`src/rtl/car_gate_sensor_fsm.sv`:
```
// Lot-gate front end: synchronises and debounces the outer (A) and inner (B) beams and
// decodes ordered A/B events into entry/exit pulses, barrier control, deny and fault.
module car_gate_sensor_fsm #(
    parameter int DEBOUNCE_CYCLES = 16,
    parameter int TIMEOUT_CYCLES  = 1000,
    parameter int CNT_W           = 10
) (
    input  logic clk,
    input  logic reset,
    input  logic enable,
    input  logic sensor_a,
    input  logic sensor_b,
    input  logic full,
    output logic inc_car,
    output logic dec_car,
    output logic gate_open,
    output logic deny,
    output logic fault,
    output logic busy
);
    localparam int                DB_W     = $clog2(DEBOUNCE_CYCLES);
    localparam logic [DB_W-1:0]   DB_LAST  = DB_W'(DEBOUNCE_CYCLES - 1);
    localparam logic [CNT_W-1:0]  TMO_LAST = CNT_W'(TIMEOUT_CYCLES - 1);

    typedef enum logic [2:0] {
        S_IDLE, S_EN_A, S_EN_AB, S_EN_B, S_EX_B, S_EX_BA, S_EX_A, S_WAIT_CLR
    } state_t;

    // Bit 0 carries beam A, bit 1 carries beam B through the sync/debounce pipeline.
    logic [1:0]       w_raw;
    logic [1:0]       r_sync1, r_sync2, r_deb;
    logic [DB_W-1:0]  r_db_cnt [2];
    logic             w_da, w_db;

    assign w_raw = {sensor_b, sensor_a};
    assign w_da  = r_deb[0];
    assign w_db  = r_deb[1];

    // NOTE: sequential state uses non-blocking assignments so every flop samples pre-edge values.
    always_ff @(posedge clk) begin
        if (!reset) begin
            r_sync1 <= '0;
            r_sync2 <= '0;
            r_deb   <= '0;
            for (int i = 0; i < 2; i++) r_db_cnt[i] <= '0;
        end else begin
            r_sync1 <= w_raw;
            r_sync2 <= r_sync1;
            for (int i = 0; i < 2; i++) begin
                if (r_sync2[i] == r_deb[i]) begin
                    r_db_cnt[i] <= '0;
                end else if (r_db_cnt[i] == DB_LAST) begin
                    r_deb[i]    <= r_sync2[i];
                    r_db_cnt[i] <= '0;
                end else begin
                    r_db_cnt[i] <= r_db_cnt[i] + 1'b1;
                end
            end
        end
    end

    state_t           r_state, w_next;
    logic [CNT_W-1:0] r_tmo;
    logic             w_transit, w_tmo_hit;
    logic             w_inc, w_dec, w_deny, w_fault;
    logic             r_inc, r_dec, r_deny, r_fault, r_gate, r_busy;

    assign w_transit = (r_state != S_IDLE) && (r_state != S_WAIT_CLR);
    assign w_tmo_hit = w_transit && (r_tmo == TMO_LAST);

    // NOTE: every always_comb output gets a default first so no path can infer a latch.
    always_comb begin
        w_next  = r_state;
        w_inc   = 1'b0;
        w_dec   = 1'b0;
        w_deny  = 1'b0;
        w_fault = 1'b0;
        case (r_state)
            S_IDLE: begin
                if (w_da && !w_db) begin
                    if (full) begin
                        w_deny = 1'b1;
                        w_next = S_WAIT_CLR;
                    end else begin
                        w_next = S_EN_A;
                    end
                end else if (w_db && !w_da) begin
                    w_next = S_EX_B;
                end else if (w_da && w_db) begin
                    w_fault = 1'b1;
                    w_next  = S_WAIT_CLR;
                end
            end
            S_EN_A: begin
                if (w_db)       w_next = S_EN_AB;
                else if (!w_da) w_next = S_IDLE;
            end
            S_EN_AB: begin
                if (!w_da && w_db)      w_next = S_EN_B;
                else if (w_da && !w_db) w_next = S_EN_A;
                else if (!w_da && !w_db) begin
                    w_fault = 1'b1;
                    w_next  = S_IDLE;
                end
            end
            S_EN_B: begin
                if (!w_da && !w_db) begin
                    w_inc  = 1'b1;
                    w_next = S_IDLE;
                end else if (w_da && w_db) begin
                    w_next = S_EN_AB;
                end else if (w_da && !w_db) begin
                    w_fault = 1'b1;
                    w_next  = S_WAIT_CLR;
                end
            end
            S_EX_B: begin
                if (w_da)       w_next = S_EX_BA;
                else if (!w_db) w_next = S_IDLE;
            end
            S_EX_BA: begin
                if (!w_db && w_da)      w_next = S_EX_A;
                else if (w_db && !w_da) w_next = S_EX_B;
                else if (!w_da && !w_db) begin
                    w_fault = 1'b1;
                    w_next  = S_IDLE;
                end
            end
            S_EX_A: begin
                if (!w_da && !w_db) begin
                    w_dec  = 1'b1;
                    w_next = S_IDLE;
                end else if (w_da && w_db) begin
                    w_next = S_EX_BA;
                end else if (w_db && !w_da) begin
                    w_fault = 1'b1;
                    w_next  = S_WAIT_CLR;
                end
            end
            S_WAIT_CLR: begin
                if (!w_da && !w_db) w_next = S_IDLE;
            end
            default: w_next = S_IDLE;
        endcase

        // A genuine sensor event in the final cycle wins over the timeout.
        if (w_tmo_hit && (w_next == r_state)) begin
            w_fault = 1'b1;
            w_next  = S_WAIT_CLR;
        end

        if (!enable) begin
            w_next  = S_IDLE;
            w_inc   = 1'b0;
            w_dec   = 1'b0;
            w_deny  = 1'b0;
            w_fault = 1'b0;
        end
    end

    always_ff @(posedge clk) begin
        if (!reset) begin
            r_state <= S_IDLE;
            r_tmo   <= '0;
            r_inc   <= 1'b0;
            r_dec   <= 1'b0;
            r_deny  <= 1'b0;
            r_fault <= 1'b0;
            r_gate  <= 1'b0;
            r_busy  <= 1'b0;
        end else begin
            r_state <= w_next;
            if (w_next != r_state)
                r_tmo <= '0;
            else if (w_transit && (r_tmo != {CNT_W{1'b1}}))
                r_tmo <= r_tmo + 1'b1;
            r_inc   <= w_inc;
            r_dec   <= w_dec;
            r_deny  <= w_deny;
            r_fault <= w_fault;
            r_gate  <= (w_next == S_EN_A) || (w_next == S_EN_AB) || (w_next == S_EN_B);
            r_busy  <= (w_next != S_IDLE);
        end
    end

    assign inc_car   = r_inc;
    assign dec_car   = r_dec;
    assign deny      = r_deny;
    assign fault     = r_fault;
    assign gate_open = r_gate;
    assign busy      = r_busy;

endmodule
```
`config.mk`:
```
export PLATFORM = sky130hd
export DESIGN_NAME = car_gate_sensor_fsm
export DESIGN_NICKNAME = d
export VERILOG_FILES = /design/src/rtl/car_gate_sensor_fsm.sv
export SDC_FILE = /design/constraint.sdc
export NUM_CORES = 1
export LEC_CHECK = 0
export CELL_PAD_IN_SITES_DETAIL_PLACEMENT = 1
export CELL_PAD_IN_SITES_GLOBAL_PLACEMENT = 2
export CORE_UTILIZATION = 29
export CTS_CLUSTER_DIAMETER = 50
export DETAILED_ROUTE_END_ITERATION = 10
export PLACE_DENSITY = 0.66
export SETUP_SLACK_MARGIN = 0.3
export SYNTH_ARGS = -nofsm -noshare
export SYNTH_HDL_FRONTEND = slang
export SYNTH_SLANG_ARGS = --single-unit
```
`constraint.sdc`:
```
create_clock -name clk -period 4.77 [get_ports clk]
set_clock_uncertainty 0.2 [all_clocks]
set_input_delay 0.954 -clock clk [delete_from_list [all_inputs] [get_ports clk]]
set_output_delay 0.954 -clock clk [all_outputs]
set_load 0.05 [all_outputs]
```
* Word-level counts from Yosys, hierarchy flattened
Memories as Yosys holds them, arrays and structs flattened.
Cells that the tools add are included.
** Cells by class
- Bitwise logic cells :: 9
- Add/sub/neg operators :: 3
- Order comparisons :: 0
- Shift-type cells :: 0
- Multiply operators :: 0
- Mux-type cells :: 68
- Reduce and logical (&&, ||, !) cells :: 22
- Div/mod/pow operators :: 0
- Equality and inequality tests :: 19
** Operators by type and width (number)
- $mux W3 :: 21
- $mux W1 :: 39
- $mux W4 :: 6
- $pmux W3 S8 :: 1
- $eq A3 B2 Y1 const B :: 4
- $eq A3 B3 Y1 const B :: 4
- $add A10 B1 Y10 const B :: 1
- $eq A10 B10 Y1 const B :: 1
- $ne A10 B10 Y1 const B :: 1
- $add A4 B1 Y4 const B :: 2
- $eq A4 B4 Y1 const B :: 2
- $logic_and A1 B1 Y1 :: 8
- $eq A3 B1 Y1 const B :: 2
- $or A1 B1 Y1 :: 6
- $reduce_and A2 Y1 :: 3
- $reduce_and A3 Y1 :: 2
- $reduce_bool A3 Y1 :: 2
- $pmux W1 S5 :: 1
- $reduce_and A4 Y1 :: 1
- $eq A3 B3 Y1 :: 1
- $logic_not A3 Y1 :: 1
- $ne A3 B3 Y1 :: 1
- $ne A3 B3 Y1 const B :: 1
- $not A1 Y1 :: 3
- 4 further kinds :: 7
** Storage, ports and cells
- Bits in latches :: 0
- Register bits after elaboration :: 25
- ROM bits :: 0
- Output and inout bits :: 6
- Memories :: 1
- Bits in writable memories :: 8
** Memory list
- r_db_cnt :: words 2, bits a word 4, read ports 2, clocked after Yosys merged registers in 0, write ports 2, RTL line 32 : logic [DB_W-1:0] r_db_cnt [2];

* Depth between registers and ports, before layout
Gate-level depths: netlist of the first run.
- Depth after elaboration :: 13
- Mapped depth :: 8

* Worst setup path before layout of the first run
Ideal clock, no wire load.
- Path kind :: in2reg
- Start point :: in enable
- End point :: reg r_tmo[0]
- Stages on the path :: 6
- Setup slack :: 2.543 ns
- Data arrival time :: 1.936 ns
- Cell sequence :: buf_2 > nand2_1 > nor2_1 > a221o_1 > buf_2 > nor4_1
** On the way
- Cells in the longest elaborated chain, start to end :: 3
** Ends and longest elaborated chain
- start: declaration :: RTL line 10 : input logic enable,
- $mux W3 :: RTL line 152 : if (!enable) begin
- $ne A3 B3 Y1 :: RTL line 173 : if (w_next != r_state)
- $reduce_or A2 Y1 (no source line)
- end signal: assignment :: RTL line 176 : r_tmo <= r_tmo + 1'b1;
- end: declaration :: RTL line 63 : logic [CNT_W-1:0] r_tmo;
No other way between the ends.
A chain may end at the register's enable or synchronous reset.

* Final worst setup path of the first run
- Start point :: in enable
- End point :: reg r_tmo[3]
Same word-level chain as after synthesis.

==> results.json, run 1 <==
{
  "status": "finished clean",
  "ys_ff_latch": 33,
  "setup_viol": 0,
  "required_ns": 4.75,
  "synthAdderAreaFrac": 0.0194,
  "cts.htree.levels": 2,
  "yosys.area_share.simple": 0.305,
  "wl_met1_um": 2140,
  "yosys_warnings": 0,
  "r2r_start": "r_state[1]$_SDFF_PN0_",
  "grt_max_degree": 28,
  "fin_cells": 306,
  "place_congestion": 0.742,
  "hp-start": "r_sync1[0]$_SDFF_PN0_",
  "viasPerCell": 5.18,
  "hpwl_um": 3170,
  "ys_async_sr_fraction": 0,
  "nFillCells": 761,
  "cp_max_fo": 9,
  "synth-xor-area-share": 0.0544,
  "slew_violations": 0,
  "synth_edf_count": 8,
  "synth_top_family_by_area": "simple AND/OR/NAND/NOR gates",
  "antennaDiodeCount": 0,
  "grt_overflow_total": 0,
  "vias": 1585,
  "cts.sinks": 33,
  "startpoint_type": "primary input",
  "ys_types": 58,
  "wl_met3_um": 97,
  "grt_pass1_vias": 1626,
  "arrival_ns": 2.60,
  "cts_resized": 0,
  "p_total_uw": 568,
  "cp_slowest_stage_delay_ns": 0.56,
  "vdd.ir_drop.worst_uv": 135,
  "slowest_stage": "clkdlybuf4s50_1",
  "relSlewSlack": 0.448,
  "dp_cells": 298,
  "grtUsageTotal": 0.136,
  "hold_viol": 0,
  "path_cells": "clkdlybuf4s50_1 > nand2_1 > o221ai_1 > a221oi_2 > nand2_2 > nor4_1",
  "die_h_um": 83.6,
  "r2r_cells": 5,
  "portBuffers": 11,
  "syn_inst": 217,
  "hold_depth": 1,
  "synth_mux_area_frac": 0.0259,
  "hold_buffers": 0,
  "clockRootBuffer": "clkbuf_8",
  "place_area_sq_um": 2080,
  "rsz0062_at_grt": "false",
  "r2r-end": "r_tmo[3]$_SDFFE_PP0P_",
  "clockBufferDepth": 2,
  "clock_latency_ns": 0.28,
  "fin_crit_ns": 2.62,
  "post-cts-setup-buffers": 0,
  "p_seq_frac": 0.517,
  "drt-initial-drc-count": 49,
  "fin_crit_sh": 0.549,
  "cts_tree": "done",
  "worst_hold_slack_ns": 0.239,
  "hold_path.class": "register to register",
  "max_freq_mhz": 382,
  "boundaryPins": 12,
  "numCtsBuffers": 5,
  "initial_core_util": 0.302,
  "r2r_slack_ns": 2.17,
  "syn_avg_cell_area_sq_um": 8.90,
  "switchingPower_uw": 114,
  "powerDensity_nw_per_um2": 260,
  "syn-cell-area_sq_um": 1930,
  "p_sw_frac": 0.200,
  "leakagePower_nw": 0.751,
  "drv_cap": 0,
  "dieWidth_um": 83.6,
  "synthFlopType": "dfxtp_1",
  "path_buf_inv": 1,
  "grt_pass1_wl_um": 7730,
  "p_comb_frac": 0.038,
  "crit_family": "simple AND/OR/NAND/NOR gates",
  "critPathKind": "primary input to register",
  "highest_layer": "met4",
  "fin_nets": 237,
  "core-area_sq_um": 6390,
  "synth-compound-area-share": 0.157,
  "holdPathEnd": "r_sync2[0]$_SDFF_PN0_",
  "syn2layout_area_growth_pct": 13.2,
  "tightest_slew_ns": 0.827,
  "stdcell_area_sq_um": 2180,
  "drive_gt1_frac": 0.0830,
  "routedWlPerCell_um": 14.4,
  "wl_met2_um": 2120,
  "final.setup.tns_ns": 0,
  "intPower_uw": 454,
  "cts.clk_slew.worst_paths_ns": 0.07,
  "ant_nets": 0,
  "p_clk_frac": 0.445,
  "drc": 0,
  "row_count": 29,
  "first_pass_iters": 4,
  "die_area_sq_um": 6990,
  "wl_um": 4420,
  "ys_seq_area_frac": 0.384,
  "cp-end-kind": "register",
  "antenna_found_initial": 0
}
## cell usage after synthesis (all sizes together) (2+ instances only)
cell type,count,area share
dfxtp,25,0.26
nand2,17,0.034
nor2,17,0.033
a21oi,12,0.031
buf,12,0.040
nor4,12,0.042
nand3,11,0.029
edfxtp,8,0.12
nand2b,7,0.023
o21ai,7,0.018
xor2,7,0.032
nor2b,6,0.019
nor3,6,0.021
and2,5,0.016
and3,5,0.019
mux2i,5,0.026
xnor2,5,0.023
inv,4,0.0078
ha,3,0.019
or2,3,0.0097
a211o,2,0.0091
a31oi,2,0.0065
and4,2,0.0091
clkbuf,2,0.0039
nand3b,2,0.0078
nand4,2,0.0065
nand4b,2,0.0091
nor3b,2,0.0078
o211ai,2,0.0078
o311a,2,0.010
or3b,2,0.0091
## metal layers
| layer | track usage | vias up |
|---|---|---|
| met3 | 0.0247 | 6 |
| li1 | - | 805 |
| met4 | 0.0462 | 0 |
| met1 | 0.175 | 761 |
| met2 | 0.229 | 13 |
| met5 | 0 | - |
## layout make-up
| class | count | area, sq um | share of cell area |
|---|---|---|---|
| clock buffer | 6 | 72.6 | 0.0332 |
| clock inverter | 2 | 33.8 | 0.0155 |
| inverter | 4 | 15.0 | 0.00687 |
| multi-input combinational | 173 | 1120 | 0.511 |
| sequential | 33 | 741 | 0.339 |
| tap | 77 | 96.3 | 0.0441 |
| timing repair buffer | 11 | 110 | 0.0504 |
## how the worst max path moves through the flow
stage                               start                    end  slack, ns  cells past startpoint
CTS                 r_state[1]$_SDFF_PN0_  r_tmo[3]$_SDFFE_PP0P_       2.14                      5
global placement                    reset  r_tmo[0]$_SDFFE_PP0P_       1.90                      5
global route        r_state[1]$_SDFF_PN0_  r_tmo[4]$_SDFFE_PP0P_       1.94                      5
finish                             enable  r_tmo[3]$_SDFFE_PP0P_       2.15                      6
floorplan                          enable  r_tmo[0]$_SDFFE_PP0P_       2.54                      6
detailed placement                  reset  r_tmo[3]$_SDFFE_PP0P_       1.85                      5
## stage by stage
step / util / setup slack (ns)
CTS: 0.342 / 2.14
global route: 0.342 / 1.94
global placement: 0.325 / 1.90
floorplan: - / 2.54
finish: 0.342 / 2.15
detailed placement: 0.325 / 1.85
## logic make-up (layout without fill, tap and decap cells)
| group | after synthesis | count (layout) |
|---|---|---|
| AOI/OAI and AO/OA | 42 | 42 |
| buffers and inverters | 18 | 23 |
| adders and majority gates | 3 | 3 |
| other | 1 | 8 |
| muxes | 5 | 5 |
| xor gates and xnor gates | 12 | 12 |
| and+or+nand+nor | 103 | 103 |
| DFF | 33 | 33 |
## power by group through the flow
stage               sequential [mW]  combinational (mW)  clock (mW)
global route                  0.295              0.0244       0.275
floorplan                     0.299              0.0142           0
CTS                           0.294              0.0216       0.262
finish                        0.294              0.0215       0.253
global placement              0.300              0.0215           0
detailed placement            0.300              0.0214           0
## sequential cells by signal, summed over array words and instances (netlist names)
| name | count |
|---|---|
| r_sync2 | 2 |
| inc_car | 1 |
| deny | 1 |
| r_db_cnt | 8 |
| r_sync1 | 2 |
| r_tmo | 10 |
| r_state | 3 |
| busy | 1 |
| fault | 1 |
| dec_car | 1 |
| r_deb | 2 |
| gate_open | 1 |
## cells in the final DEF (no fill, tap or decap), types with 5 or more instances in the layout
cell type | synthesis | routed
a21oi_1 | 12 | 12
nor4_1 | 11 | 11
clkbuf_8 | 0 | 5
nand3_1 | 11 | 11
xnor2_1 | 5 | 5
mux2i_1 | 5 | 5
clkdlybuf4s50_1 | 0 | 11
dfxtp_1 | 25 | 25
nand2_1 | 16 | 16
nor2b_1 | 6 | 6
nand2b_1 | 7 | 7
xor2_1 | 7 | 7
o21ai_0 | 7 | 7
conb_1 | 1 | 8
nor2_1 | 17 | 17
edfxtp_1 | 8 | 8
Note: power is estimated with default switching activity, not from simulation.
==> run 2: changes to the inputs <==
Clock period 4.77 ns to 2.5 ns, I/O delays scaled along.
==> results.json, run 2 (same netlist as run 1, synthesis figures left out) <==
{
  "status": "finished clean",
  "p_seq_frac": 0.570,
  "worst_hold_slack_ns": 0.238,
  "arrival_ns": 2.12,
  "antenna_found_initial": 0,
  "max_freq_mhz": 467,
  "die_area_sq_um": 6990,
  "fin_crit_ns": 2.14,
  "hpwl_um": 3610,
  "syn2layout_area_growth_pct": 22.4,
  "hold_viol": 0,
  "switchingPower_uw": 217,
  "vias": 1699,
  "drv_cap": 0,
  "utilization": 0.370,
  "portBuffers": 11,
  "wl_um": 5010,
  "crit_start": "enable",
  "largest_reg_flops": 10,
  "fin_nets": 258,
  "relSlewSlack": 0.668,
  "r2r_cells": 6,
  "slew_violations": 0,
  "rsz0062_at_grt": "false",
  "row_count": 29,
  "cts_tree": "done",
  "grt_overflow_total": 0,
  "fin_ws_ns": 0.357,
  "p_clk_frac": 0.378,
  "routedWlPerCell_um": 15.4,
  "r2r-end": "r_tmo[0]$_SDFFE_PP0P_",
  "leakagePower_nw": 0.849,
  "reg_top3": "r_tmo: 10 flops, r_db_cnt: 8 flops, r_state: 3 flops",
  "stdcell_area_sq_um": 2360,
  "hold_depth": 1,
  "clockRootBuffer": "clkbuf_8",
  "fin_cells": 326,
  "viasPerCell": 5.21,
  "clock_latency_ns": 0.28,
  "dp_cells": 315,
  "boundaryPins": 12,
  "intPower_uw": 767,
  "cts.sinks": 33,
  "mostFrequentLayoutCell": "dfxtp_1",
  "die_h_um": 83.6,
  "p_comb_frac": 0.052,
  "grt_pass1_vias": 1655,
  "powerDensity_nw_per_um2": 416,
  "dieWidth_um": 83.6,
  "tightest_slew_ns": 0.497,
  "critPathKind": "primary input to register",
  "cts.htree.levels": 2,
  "initial_core_util": 0.302,
  "drc": 0,
  "hold_buffers": 0,
  "hold_path.class": "register to register",
  "drive_gt1_frac": 0.205,
  "antennaDiodeCount": 0,
  "fin_crit_sh": 0.857,
  "cts.clk_slew.worst_paths_ns": 0.06,
  "startpoint_type": "primary input",
  "grt_pass1_wl_um": 7910,
  "pre_cts_slack_ns": 0.121,
  "cp-end-kind": "register",
  "r2r_start": "r_state[0]$_SDFF_PN0_",
  "grt_max_degree": 16,
  "ant_nets": 0,
  "place_area_sq_um": 2210,
  "place_congestion": 0.780,
  "regMostFlops": "r_tmo",
  "drt-initial-drc-count": 37,
  "clockBufferDepth": 2,
  "hp-start": "r_sync1[1]$_SDFF_PN0_",
  "required_ns": 2.47,
  "numCtsBuffers": 5,
  "core-area_sq_um": 6390,
  "first_pass_iters": 4,
  "crit_end": "r_tmo[0]$_SDFFE_PP0P_",
  "p_total_uw": 983,
  "setup_viol": 0,
  "final.setup.tns_ns": 0,
  "p_sw_frac": 0.220,
  "cp_max_fo": 7,
  "final_cell_mix": "dfxtp_1, buf_4, nor2_1, nand2_1, a21oi_1",
  "nFillCells": 762,
  "r2r_slack_ns": 0.36,
  "vdd.ir_drop.worst_uv": 310,
  "grtUsageTotal": 0.142
}
-- run 2: cell count changes in the layout (fill, tap and decap cells not counted), moves of 5 or more --
cell,delta
buf_4,+19
nor4_2,+5
dfxtp_1,-5
nor4_1,-5
dfxtp_2,+5
-- run 2: worst min path at each step --
stage                                       end  slack (ns)
after floorplan           r_sync2[0]$_SDFF_PN0_        0.21
after global placement    r_sync2[1]$_SDFF_PN0_        0.22
after detailed placement  r_sync2[0]$_SDFF_PN0_        0.22
after CTS                 r_sync2[1]$_SDFF_PN0_        0.24
after global routing      r_sync2[1]$_SDFF_PN0_        0.26
final                     r_sync2[1]$_SDFF_PN0_        0.24
-- run 2: power by group through the flow --
stage / registers (mW) / logic [mW] / clock network [mW]
floorplan: 0.571 / 0.0271 / 0
global placement: 0.572 / 0.0454 / 0
detailed placement: 0.573 / 0.0450 / 0
CTS: 0.561 / 0.0455 / 0.386
global route: 0.561 / 0.0575 / 0.413
finish: 0.561 / 0.0516 / 0.371
-- run 2: area by class of cell --
type	count	area [sq um]	share of cell area
Clock inverter	1	3.75	0.00159
Sequential cell	33	747	0.316
Multi-Input combinational cell	175	1170	0.497
Inverter	4	15.0	0.00636
Tap cell	77	96.3	0.0408
Clock buffer	6	72.6	0.0307
Timing Repair Buffer	30	253	0.107
-- run 2: routing by layer --
layer / part of all wire / global-route usage
met1: 0.47 / 0.174
met2: 0.51 / 0.248
met3: 0.017 / 0.0287
met4: 0.011 / 0.0447
met5: 0 / 0
-- run 2: repair_timing --
action	CTS	global route
setup endpoints to repair	11	13
pin swaps	0	4
cloned	0	2
buffers inserted	0	2
resized for setup	1	13
-- run 2: worst max-delay path: stages --
cell and delay [ns]:
clkdlybuf4s50_1 0.54, nand2_1 0.12, o221ai_1 0.12, a221oi_2 0.29, buf_4 0.17, nand2_2 0.11
nor4_1 0.27
